## src/rtl/servo_tracker_if.sv

```systemverilog
// Detector-side bus of the pan/tilt servo tracker: object position in,
// servo pulse widths and PWM out.
interface servo_tracker_if;
  logic        v_sync;
  logic [8:0]  horz_line;
  logic [9:0]  vert_line;
  logic        track_en;
  logic        pan_pwm;
  logic        tilt_pwm;
  logic [15:0] pan_pos;
  logic [15:0] tilt_pos;
  logic        target_lost;

  modport master (
    output v_sync, horz_line, vert_line, track_en,
    input  pan_pwm, tilt_pwm, pan_pos, tilt_pos, target_lost
  );

  modport slave (
    input  v_sync, horz_line, vert_line, track_en,
    output pan_pwm, tilt_pwm, pan_pos, tilt_pos, target_lost
  );
endinterface

```

## src/rtl/servo_tracker.sv

```systemverilog
// Per-frame proportional pan/tilt tracker with dead-band, clamp and homing,
// driving two 50 Hz hobby-servo PWM outputs.
module servo_axis #(
    parameter int MIN_PULSE  = 25000,
    parameter int MAX_PULSE  = 50000,
    parameter int CENTER     = 37500,
    parameter int GAIN_SHIFT = 4,
    parameter int DEADBAND   = 8,
    parameter int HOME_STEP  = 250,
    parameter bit DIR        = 1'b0
) (
    input  logic               VGA_clock,
    input  logic               reset,
    input  logic               adj_en,
    input  logic               clamp_en,
    input  logic               track_en,
    input  logic               homing,
    input  logic signed [10:0] err,
    input  logic [18:0]        pcnt,
    input  logic               pcnt_wrap,
    output logic [15:0]        pos,
    output logic               pwm
);
    localparam logic signed [17:0] MIN_S   = 18'(MIN_PULSE);
    localparam logic signed [17:0] MAX_S   = 18'(MAX_PULSE);
    localparam logic signed [17:0] CEN_S   = 18'(CENTER);
    localparam logic signed [17:0] HSTEP_S = 18'(HOME_STEP);
    localparam logic signed [10:0] DB      = 11'(DEADBAND);
    localparam logic [15:0]        MIN_U   = 16'(MIN_PULSE);
    localparam logic [15:0]        MAX_U   = 16'(MAX_PULSE);
    localparam logic [15:0]        CEN_U   = 16'(CENTER);

    logic signed [10:0] err_sh;
    logic signed [17:0] corr, pos_s, diff, mag, step, cand, cand_nxt;
    logic [15:0]        sat, w;
    logic               in_band;

    assign err_sh  = err >>> GAIN_SHIFT;
    assign corr    = {{7{err_sh[10]}}, err_sh};
    assign in_band = (err <= DB) && (err >= -DB);
    assign pos_s   = $signed({2'b00, pos});
    assign diff    = pos_s - CEN_S;
    assign mag     = diff[17] ? -diff : diff;
    assign step    = (mag > HSTEP_S) ? HSTEP_S : mag;

    always_comb begin
        cand_nxt = pos_s;
        if (track_en) begin
            if (homing)
                cand_nxt = diff[17] ? pos_s + step : pos_s - step;
            else if (!in_band)
                cand_nxt = DIR ? pos_s - corr : pos_s + corr;
        end
    end

    // Inclusive saturation; in-range candidates always fit in 16 bits.
    always_comb begin
        sat = cand[15:0];
        if (cand < MIN_S)      sat = MIN_U;
        else if (cand > MAX_S) sat = MAX_U;
    end

    always_ff @(posedge VGA_clock or negedge reset) begin
        if (!reset) begin
            cand <= CEN_S;
            pos  <= CEN_U;
            w    <= CEN_U;
            pwm  <= 1'b0;
        end else begin
            if (adj_en)    cand <= cand_nxt;
            if (clamp_en)  pos  <= sat;
            // Shadow width only reloads at period end so a pulse is never cut short.
            if (pcnt_wrap) w    <= pos;
            pwm <= (pcnt < {3'b000, w});
        end
    end
endmodule

module servo_tracker #(
    parameter int PERIOD_CYC  = 500000,
    parameter int MIN_PULSE   = 25000,
    parameter int MAX_PULSE   = 50000,
    parameter int CENTER      = 37500,
    parameter int GAIN_SHIFT  = 4,
    parameter int DEADBAND    = 8,
    parameter int LOST_FRAMES = 60,
    parameter int HOME_STEP   = 250,
    parameter bit PAN_DIR     = 1'b0,
    parameter bit TILT_DIR    = 1'b0
) (
    input logic             VGA_clock,
    input logic             reset,
    servo_tracker_if.slave  bus
);
    localparam int                    NUM_AXES  = 2;
    localparam int                    LW        = $clog2(LOST_FRAMES + 1);
    localparam logic [LW-1:0]         LOST_C    = LW'(LOST_FRAMES);
    localparam logic [18:0]           PCNT_LAST = 19'(PERIOD_CYC - 1);
    localparam bit [NUM_AXES-1:0]     AXIS_DIR  = {TILT_DIR, PAN_DIR};
    localparam logic [8:0]            NO_OBJ    = 9'd240;

    typedef enum logic [2:0] {S_IDLE, S_CAPTURE, S_ERROR, S_ADJUST, S_CLAMP} state_t;

    typedef struct packed {
        logic [8:0] row;
        logic [9:0] col;
    } sample_t;

    state_t                        state, state_nxt;
    sample_t                       smp;
    logic                          vs_d, frame_end;
    logic                          cap_en, err_en, adj_en, clamp_en;
    logic [LW-1:0]                 lost_cnt;
    logic signed [10:0]            ex;
    logic signed [9:0]             ey;
    logic [NUM_AXES-1:0][10:0]     err;
    logic [NUM_AXES-1:0][15:0]     pos;
    logic [NUM_AXES-1:0]           pwm;
    logic [18:0]                   pcnt;
    logic                          pcnt_wrap;

    // Detector outputs settle on the frame-end edge, so sample one cycle later.
    assign frame_end = vs_d & ~bus.v_sync;
    assign ex        = $signed({1'b0, smp.col}) - 11'sd320;
    assign ey        = $signed({1'b0, smp.row}) - 10'sd240;
    assign pcnt_wrap = (pcnt == PCNT_LAST);

    always_ff @(posedge VGA_clock or negedge reset) begin
        if (!reset) state <= S_IDLE;
        else        state <= state_nxt;
    end

    always_comb begin
        state_nxt = state;
        cap_en    = 1'b0;
        err_en    = 1'b0;
        adj_en    = 1'b0;
        clamp_en  = 1'b0;
        case (state)
            S_IDLE:    if (frame_end) state_nxt = S_CAPTURE;
            S_CAPTURE: begin cap_en   = 1'b1; state_nxt = S_ERROR;  end
            S_ERROR:   begin err_en   = 1'b1; state_nxt = S_ADJUST; end
            S_ADJUST:  begin adj_en   = 1'b1; state_nxt = S_CLAMP;  end
            S_CLAMP:   begin clamp_en = 1'b1; state_nxt = S_IDLE;   end
            default:   state_nxt = S_IDLE;
        endcase
    end

    // vs_d resets high so a low v_sync at reset release is not a frame end.
    always_ff @(posedge VGA_clock or negedge reset) begin
        if (!reset) begin
            vs_d     <= 1'b1;
            smp      <= '0;
            err      <= '0;
            lost_cnt <= '0;
        end else begin
            vs_d <= bus.v_sync;
            if (cap_en) smp <= '{row: bus.horz_line, col: bus.vert_line};
            if (err_en) begin
                err[0] <= ex;
                err[1] <= {ey[9], ey};
                if (smp.row == NO_OBJ)
                    lost_cnt <= (lost_cnt == LOST_C) ? lost_cnt : lost_cnt + 1'b1;
                else
                    lost_cnt <= '0;
            end
        end
    end

    always_ff @(posedge VGA_clock or negedge reset) begin
        if (!reset)         pcnt <= '0;
        else if (pcnt_wrap) pcnt <= '0;
        else                pcnt <= pcnt + 19'd1;
    end

    for (genvar a = 0; a < NUM_AXES; a++) begin : g_axis
        servo_axis #(
            .MIN_PULSE  (MIN_PULSE),
            .MAX_PULSE  (MAX_PULSE),
            .CENTER     (CENTER),
            .GAIN_SHIFT (GAIN_SHIFT),
            .DEADBAND   (DEADBAND),
            .HOME_STEP  (HOME_STEP),
            .DIR        (AXIS_DIR[a])
        ) u_axis (
            .VGA_clock (VGA_clock),
            .reset     (reset),
            .adj_en    (adj_en),
            .clamp_en  (clamp_en),
            .track_en  (bus.track_en),
            .homing    (lost_cnt == LOST_C),
            .err       (err[a]),
            .pcnt      (pcnt),
            .pcnt_wrap (pcnt_wrap),
            .pos       (pos[a]),
            .pwm       (pwm[a])
        );
    end

    assign bus.pan_pos     = pos[0];
    assign bus.tilt_pos    = pos[1];
    assign bus.pan_pwm     = pwm[0];
    assign bus.tilt_pwm    = pwm[1];
    assign bus.target_lost = (lost_cnt >= LOST_C);
endmodule

```

## src/flat_wrapper.sv

```systemverilog
// flat-port wrapper written by rule: the top's interface ports become plain ports
module servo_tracker_flat 
#(
    parameter int PERIOD_CYC  = 500000,
    parameter int MIN_PULSE   = 25000,
    parameter int MAX_PULSE   = 50000,
    parameter int CENTER      = 37500,
    parameter int GAIN_SHIFT  = 4,
    parameter int DEADBAND    = 8,
    parameter int LOST_FRAMES = 60,
    parameter int HOME_STEP   = 250,
    parameter bit PAN_DIR     = 1'b0,
    parameter bit TILT_DIR    = 1'b0
)
  (VGA_clock, reset, bus_v_sync, bus_horz_line, bus_vert_line, bus_track_en, bus_pan_pwm, bus_tilt_pwm, bus_pan_pos, bus_tilt_pos, bus_target_lost);
  servo_tracker_if bus_i ();
  input logic VGA_clock;
  input logic reset;
  input wire logic [$bits(bus_i.v_sync)-1:0] bus_v_sync;
  input wire logic [$bits(bus_i.horz_line)-1:0] bus_horz_line;
  input wire logic [$bits(bus_i.vert_line)-1:0] bus_vert_line;
  input wire logic [$bits(bus_i.track_en)-1:0] bus_track_en;
  output wire logic [$bits(bus_i.pan_pwm)-1:0] bus_pan_pwm;
  output wire logic [$bits(bus_i.tilt_pwm)-1:0] bus_tilt_pwm;
  output wire logic [$bits(bus_i.pan_pos)-1:0] bus_pan_pos;
  output wire logic [$bits(bus_i.tilt_pos)-1:0] bus_tilt_pos;
  output wire logic [$bits(bus_i.target_lost)-1:0] bus_target_lost;
  assign bus_i.v_sync = bus_v_sync;
  assign bus_i.horz_line = bus_horz_line;
  assign bus_i.vert_line = bus_vert_line;
  assign bus_i.track_en = bus_track_en;
  assign bus_pan_pwm = bus_i.pan_pwm;
  assign bus_tilt_pwm = bus_i.tilt_pwm;
  assign bus_pan_pos = bus_i.pan_pos;
  assign bus_tilt_pos = bus_i.tilt_pos;
  assign bus_target_lost = bus_i.target_lost;
  servo_tracker #(.PERIOD_CYC(PERIOD_CYC), .MIN_PULSE(MIN_PULSE), .MAX_PULSE(MAX_PULSE), .CENTER(CENTER), .GAIN_SHIFT(GAIN_SHIFT), .DEADBAND(DEADBAND), .LOST_FRAMES(LOST_FRAMES), .HOME_STEP(HOME_STEP), .PAN_DIR(PAN_DIR), .TILT_DIR(TILT_DIR)) u_core (.VGA_clock(VGA_clock), .reset(reset), .bus(bus_i));
endmodule
```

## config.mk

```make
export PLATFORM = sky130hd
export DESIGN_NAME = servo_tracker_flat
export DESIGN_NICKNAME = d
export VERILOG_FILES = /design/src/rtl/servo_tracker_if.sv /design/src/rtl/servo_tracker.sv /design/src/flat_wrapper.sv
export SDC_FILE = /design/constraint.sdc
export NUM_CORES = 1
export LEC_CHECK = 0
export CORE_UTILIZATION = 60
export CTS_BUF_LIST = sky130_fd_sc_hd__clkbuf_4 sky130_fd_sc_hd__clkbuf_8 sky130_fd_sc_hd__clkbuf_16
export DETAILED_ROUTE_END_ITERATION = 6
export DONT_BUFFER_PORTS = 1
export PLACE_DENSITY_LB_ADDON = 0.3
export RECOVER_POWER = 50
export SYNTH_ARGS = -nofsm -noshare
export SYNTH_HDL_FRONTEND = slang
export SYNTH_HIERARCHICAL = 1
export SYNTH_SLANG_ARGS = --single-unit
```

## constraint.sdc

```tcl
create_clock -name VGA_clock -period 18.4 [get_ports VGA_clock]
set_input_delay 2.76 -clock VGA_clock [delete_from_list [all_inputs] [get_ports VGA_clock]]
set_output_delay 2.76 -clock VGA_clock [all_outputs]
set_load 0.01 [all_outputs]
```

# After elaboration in Yosys (flattened, before gate mapping)
# Cells that the tools add are included.
# Widths: inputs -> output; s select.
# classes
n_mux	25
div_mod_pow	0
n_bitwise	2
multipliers	0
shift	0
n_addsub	14
eq_ne	9
n_reduce_logical	4
magnitude_cmp	13
# ops
cell	n
$mux 18	12
$mux 16	4
$lt 19x16->1	2
$add 17x18->18	2
$gt 18x17->1 const B	2
$gt 18x9->1 const B	2
$lt 18x16->1 const B	2
$neg 17->18	2
$sub 17x18->18	2
$sub 16x16->17 const B	2
$add 19x1->19 const B	1
$eq 19x19->1 const B	1
$mux 19	1
$add 17x6->18	1
$add 17x7->18	1
$mux 6	2
$pmux 3 s4	1
$ge 11x4->1 const B	1
$le 11x5->1 const B	1
$sub 10x9->11 const B	1
$ge 10x4->1 const B	1
$le 10x5->1 const B	1
$sub 9x8->10 const B	1
$eq 9x8->1 const B	1
other kinds (15)	20
# word_totals
ramBits	0
ff_bits	171
latchBits	0
output_inout_bits	35
memories	0
rom_bits	0
inputBits	23

# Longest topological paths before layout
# depth
ltp_word	9
ltp_mapped	34

# Modules after synthesis
# Netlist, hierarchy kept.
# modules_own_cells
mod	n_inst	seq_area_each_um2	area_each_um2	cells_per_inst
servo_axis at u_core.g_axis[1].u_axis	1	1306.3	5634.2	729
servo_axis at u_core.g_axis[0].u_axis	1	1306.3	5535.3	700
servo_tracker	1	1727.9	3055.4	276

# Worst setup path before layout
# No wires, ideal clock.
# synth_path
path_type	reg-to-reg
from	register u_core.g_axis[1].u_axis.pos[2]
to	register u_core.g_axis[1].u_axis.cand[14]
setup_slack_ns	11.646
synth_period_minus_slack_ns	6.754
n_path_buf	2
setup_time_ns	0.125
arrival_ns	6.630
path_stages_with_launch	31
path_cell_list	dfstp_2 -> ha_1 -> buf_4 -> and4_4 -> a31oi_1 -> o311a_1 -> or3b_1 -> o311a_1 -> a2111oi_4 -> o31ai_2 -> nor3_2 -> clkbuf_1 -> nand2_1 -> ha_1 -> nor2_1 -> nor2_1 -> nor3b_1 -> a211oi_1 -> ha_1 -> a21o_1 -> a21oi_1 -> o21bai_1 -> a2111o_1 -> a31oi_1 -> nor2b_1 -> o21a_1 -> o41ai_1 -> xnor2_1 -> a21oi_1 -> a21oi_1 -> mux2_2
# synth_between
elab_chain_cells	9
word_cells_on_any_way	12
# synth_lines
item	line_no	text
from (decl)	servo_tracker.sv:21	output logic [15:0] pos,
from (signal assigned)	servo_tracker.sv:71	if (clamp_en) pos <= sat;
$sub 16x16->17	servo_tracker.sv:42	assign diff = pos_s - CEN_S;
$neg 17->18	servo_tracker.sv:43	assign mag = diff[17] ? -diff : diff;
$mux 18	servo_tracker.sv:43	
$gt 18x9->1	servo_tracker.sv:44	assign step = (mag > HSTEP_S) ? HSTEP_S : mag;
$mux 18	servo_tracker.sv:44	
$sub 17x18->18 / $add 17x18->18 (equally long branches)	servo_tracker.sv:50	cand_nxt = diff[17] ? pos_s + step : pos_s - step;
$mux 18	servo_tracker.sv:50	
$mux 18 *	servo_tracker.sv:49	if (homing)
$mux 18 *	servo_tracker.sv:48	if (track_en) begin
to (signal assigned)	servo_tracker.sv:70	if (adj_en) cand <= cand_nxt;
to (decl)	servo_tracker.sv:34	logic signed [17:0] corr, pos_s, diff, mag, step, cand, cand_nxt;
# Every way passes the cells marked *; elsewhere a longest branch is shown, timed or not.
# A chain may end at the register's enable or synchronous reset.

# Worst setup path after layout
# layout_path
from	register u_core.g_axis[1].u_axis.pos[2]
to	register u_core.g_axis[1].u_axis.cand[16]
# Same word-level chain as after synthesis.

==> impl_metrics.py <==
metrics = {
    "outcome": {
        "status": "complete, but fails checks",
        "violations": "capacitance limit, slew limit",
    },
    "timing": {
        "tns_ns": 0,
        "rsz0062_at_grt": "false",
        "hold_violations": 0,
        "max_slew_margin": -0.226,
        "slew_viol_final": 47,
        "tightest_slew_ns": 1.82,
        "finClkSkew_ns": 0.0144,
        "fin_crit_sh": 0.425,
        "fmax_ghz": 0.128,
        "setup_viol": 0,
        "period_needed_ns": 7.82,
    },
    "critical_path": {
        "timing.rr.end": "u_core/g_axis[1].u_axis/cand[16]",
        "rrSetupSlack_ns": 10.58,
        "slowest_delay_ns": 0.81,
        "crit_family": "compound AO/OA/AOI/OAI gates",
        "critPathSlowestCell": "dfstp_2",
        "rr_worst_depth": 29,
        "crit_type": "reg2reg",
        "crit_required_ns": 18.69,
        "cp.arrival_ns": 8.11,
        "cp-start-kind": "flop",
        "endpoint_kind": "flop",
        "path_max_fanout": 26,
        "critical_path_buf_inv_count": 1,
        "reg2reg_from": "u_core/g_axis[1].u_axis/pos[2]",
    },
    "routing": {
        "wl_met1_mm": 16.0,
        "final_antenna_net_count": 0,
        "finalWirelength_mm": 39.2,
        "drcViolationCount": 0,
        "routedWlPerCell_microns": 19.8,
        "drt-initial-drc-count": 1133,
        "top_layer_used": "met4",
        "viasPerCell": 6.47,
        "wl_met3_mm": 2.65,
        "dr_wl_met2_mm": 19.0,
        "num_vias": 12800,
        "dr.pass1.iters": 6,
    },
    "placement": {
        "dp_hpwl_mm": 27.8,
        "io_buffers": 0,
        "gp_congestion": 0.962,
    },
    "global_route": {
        "grt_pass1_wl_mm": 63.3,
        "grt_max_degree": 172,
        "grt_pass1_vias": 12600,
        "grt-ovfl-total": 0,
        "grtUsageTotal": 0.330,
        "grt_antenna_before_repair": 0,
    },
    "power_and_ir_drop": {
        "leakage_nw": 6.29,
        "ir_drop_uv": 156,
        "finalPower_w": 0.00292,
        "powerDensity_mw_per_mm2": 196,
    },
    "die": {
        "boundaryPins": 58,
        "core_area_sq_mm": 0.0229,
        "die_x_microns": 156,
        "rows": 55,
        "initial_utilization": 0.621,
        "dieHeight_microns": 156,
        "dieArea_sq_mm": 0.0243,
    },
    "yosys": {
        "synth_cell_type_count": 102,
        "seq_area_frac_synth": 0.305,
        "synth.area.mux_share": 0.0422,
        "yosysWarnings": 6,
        "syn-cell-area_sq_mm": 0.0142,
        "synth-simple-area-share": 0.201,
        "synthesis.nets": 1841,
        "async_reset_ff_frac": 1.00,
        "synth_top_family_by_area": "compound AO/OA/AOI/OAI gates",
        "synth_edf_count": 0,
        "synth-adder-area-share": 0.102,
        "synthCells": 1705,
        "synth_xor_area_frac": 0.0731,
        "synth_seq_cells": 171,
        "synth_compound_area_frac": 0.225,
        "ys.flop_type": "dfrtp_1",
        "synth_area_per_cell_sq_um": 8.34,
    },
    "layout": {
        "layout-drive-gt1-share": 0.0983,
        "final_cell_mix": "178 x nand2_1, 159 x nor2_1, 134 x o21ai_0",
        "n_antenna_cell": 0,
        "fin_nets": 1792,
        "area_growth_pct": 4.85,
        "layout_commonest_cell": "nand2_1",
    },
    "hold_path": {
        "min_from": "u_core/smp[1]",
        "whs_endpoint": "u_core/err[1]",
        "hold_path_depth": 2,
        "hold_class": "reg2reg",
    },
    "clock_tree": {
        "clock-sinks": 171,
        "cts_buffers": 17,
        "clk_path_buf_depth": 2,
        "cts_tree": "done",
        "clk_pin_slew_ns": 0.07,
        "cts_hold_buf": 0,
        "cts_root_buf": "clkbuf_16",
        "htree_levels": 4,
        "cts-resized-gates": 0,
        "clock_latency_ns": 0.43,
        "post-cts-setup-buffers": 0,
    },
    "flow_run": {
        "drv_cap": 2,
    },
}
[area by class of cell]
type,count,area (sq um)
multi-input cells,1354,9140
fillers,1898,8000
flip-flops and latches,171,4340
clock buffers,20,454
well taps,313,392
inverters,97,364
clock inverters,12,128
repair buffers,15,101
[report_power, final]
part	internal, W	switching (W)
Clock	0.000188	0.000168
Sequential	0.000519	0.000274
Combinational	0.000747	0.00102
Total	0.00145	0.00147
[worst min-delay path: stages (launching register included)]
cell     delay [ns]
dfrtp_1        0.34
nand2_1        0.05
nand2_1        0.05
[Yosys cell counts (all sizes together) (35+ instances only)]
library cell	count	area share
o21ai	143	0.051
ha	109	0.096
dfstp	49	0.091
xnor2	75	0.046
inv	96	0.025
nand2	178	0.047
a31oi	35	0.015
nand3	47	0.018
clkbuf	59	0.016
nor2	160	0.042
a21o	44	0.023
a21oi	121	0.043
nor3	38	0.014
xor2	41	0.025
dfrtp	122	0.21
[worst max-delay path by stage]
stage / cells past startpoint / to / startpoint / slack [ns]
after floorplan: 30 / u_core/g_axis[1].u_axis/cand[14] / u_core/g_axis[1].u_axis/pos[2] / 11.65
after global placement: 29 / u_core/g_axis[1].u_axis/cand[16] / u_core/g_axis[1].u_axis/pos[2] / 10.93
after detailed placement: 29 / u_core/g_axis[1].u_axis/cand[16] / u_core/g_axis[1].u_axis/pos[2] / 10.72
after CTS: 29 / u_core/g_axis[1].u_axis/cand[16] / u_core/g_axis[1].u_axis/pos[2] / 10.68
after global routing: 29 / u_core/g_axis[1].u_axis/cand[16] / u_core/g_axis[1].u_axis/pos[2] / 9.99
final: 29 / u_core/g_axis[1].u_axis/cand[16] / u_core/g_axis[1].u_axis/pos[2] / 10.58
[sequential cells by signal (all words and copies together) (netlist names)]
signal / flops
u_core/err: 21
u_core/g_axis.u_axis/cand: 36
u_core/g_axis.u_axis/pos: 32
u_core/g_axis.u_axis/pwm: 2
u_core/g_axis.u_axis/w: 32
u_core/lost_cnt: 6
u_core/pcnt: 19
u_core/smp: 19
u_core/state: 3
u_core/vs_d: 1
[logic make-up (layout without fill, tap and decap cells)]
kind of cell | count (synthesis) | in the layout
buffers and inverters | 180 | 144
AOI/OAI and AO/OA | 493 | 493
adders and majority gates | 113 | 113
and+or+nand+nor | 575 | 575
muxes | 56 | 56
DFF | 171 | 171
xor gates and xnor gates | 117 | 117
[stage by stage]
stage	utilization	setup WS, ns	hold slack, ns	instance area, sq um	cells
floorplan	-	11.65	0.435	14200	1705
global placement	0.628	10.93	0.449	14400	1950
detailed placement	0.628	10.72	0.457	14400	1950
CTS	0.653	10.68	0.474	15000	1982
global route	0.651	9.99	0.492	14900	1982
finish	0.651	10.58	0.470	14900	1982
[metal layers]
layer  global-route usage  vias to the layer above
met5                    0                        -
met4                0.173                        0
met3               0.0522                      105
met2                0.561                      517
met1                0.402                     6155
li1                     -                     6044
No activity file was read; power rests on OpenSTA's default activity.
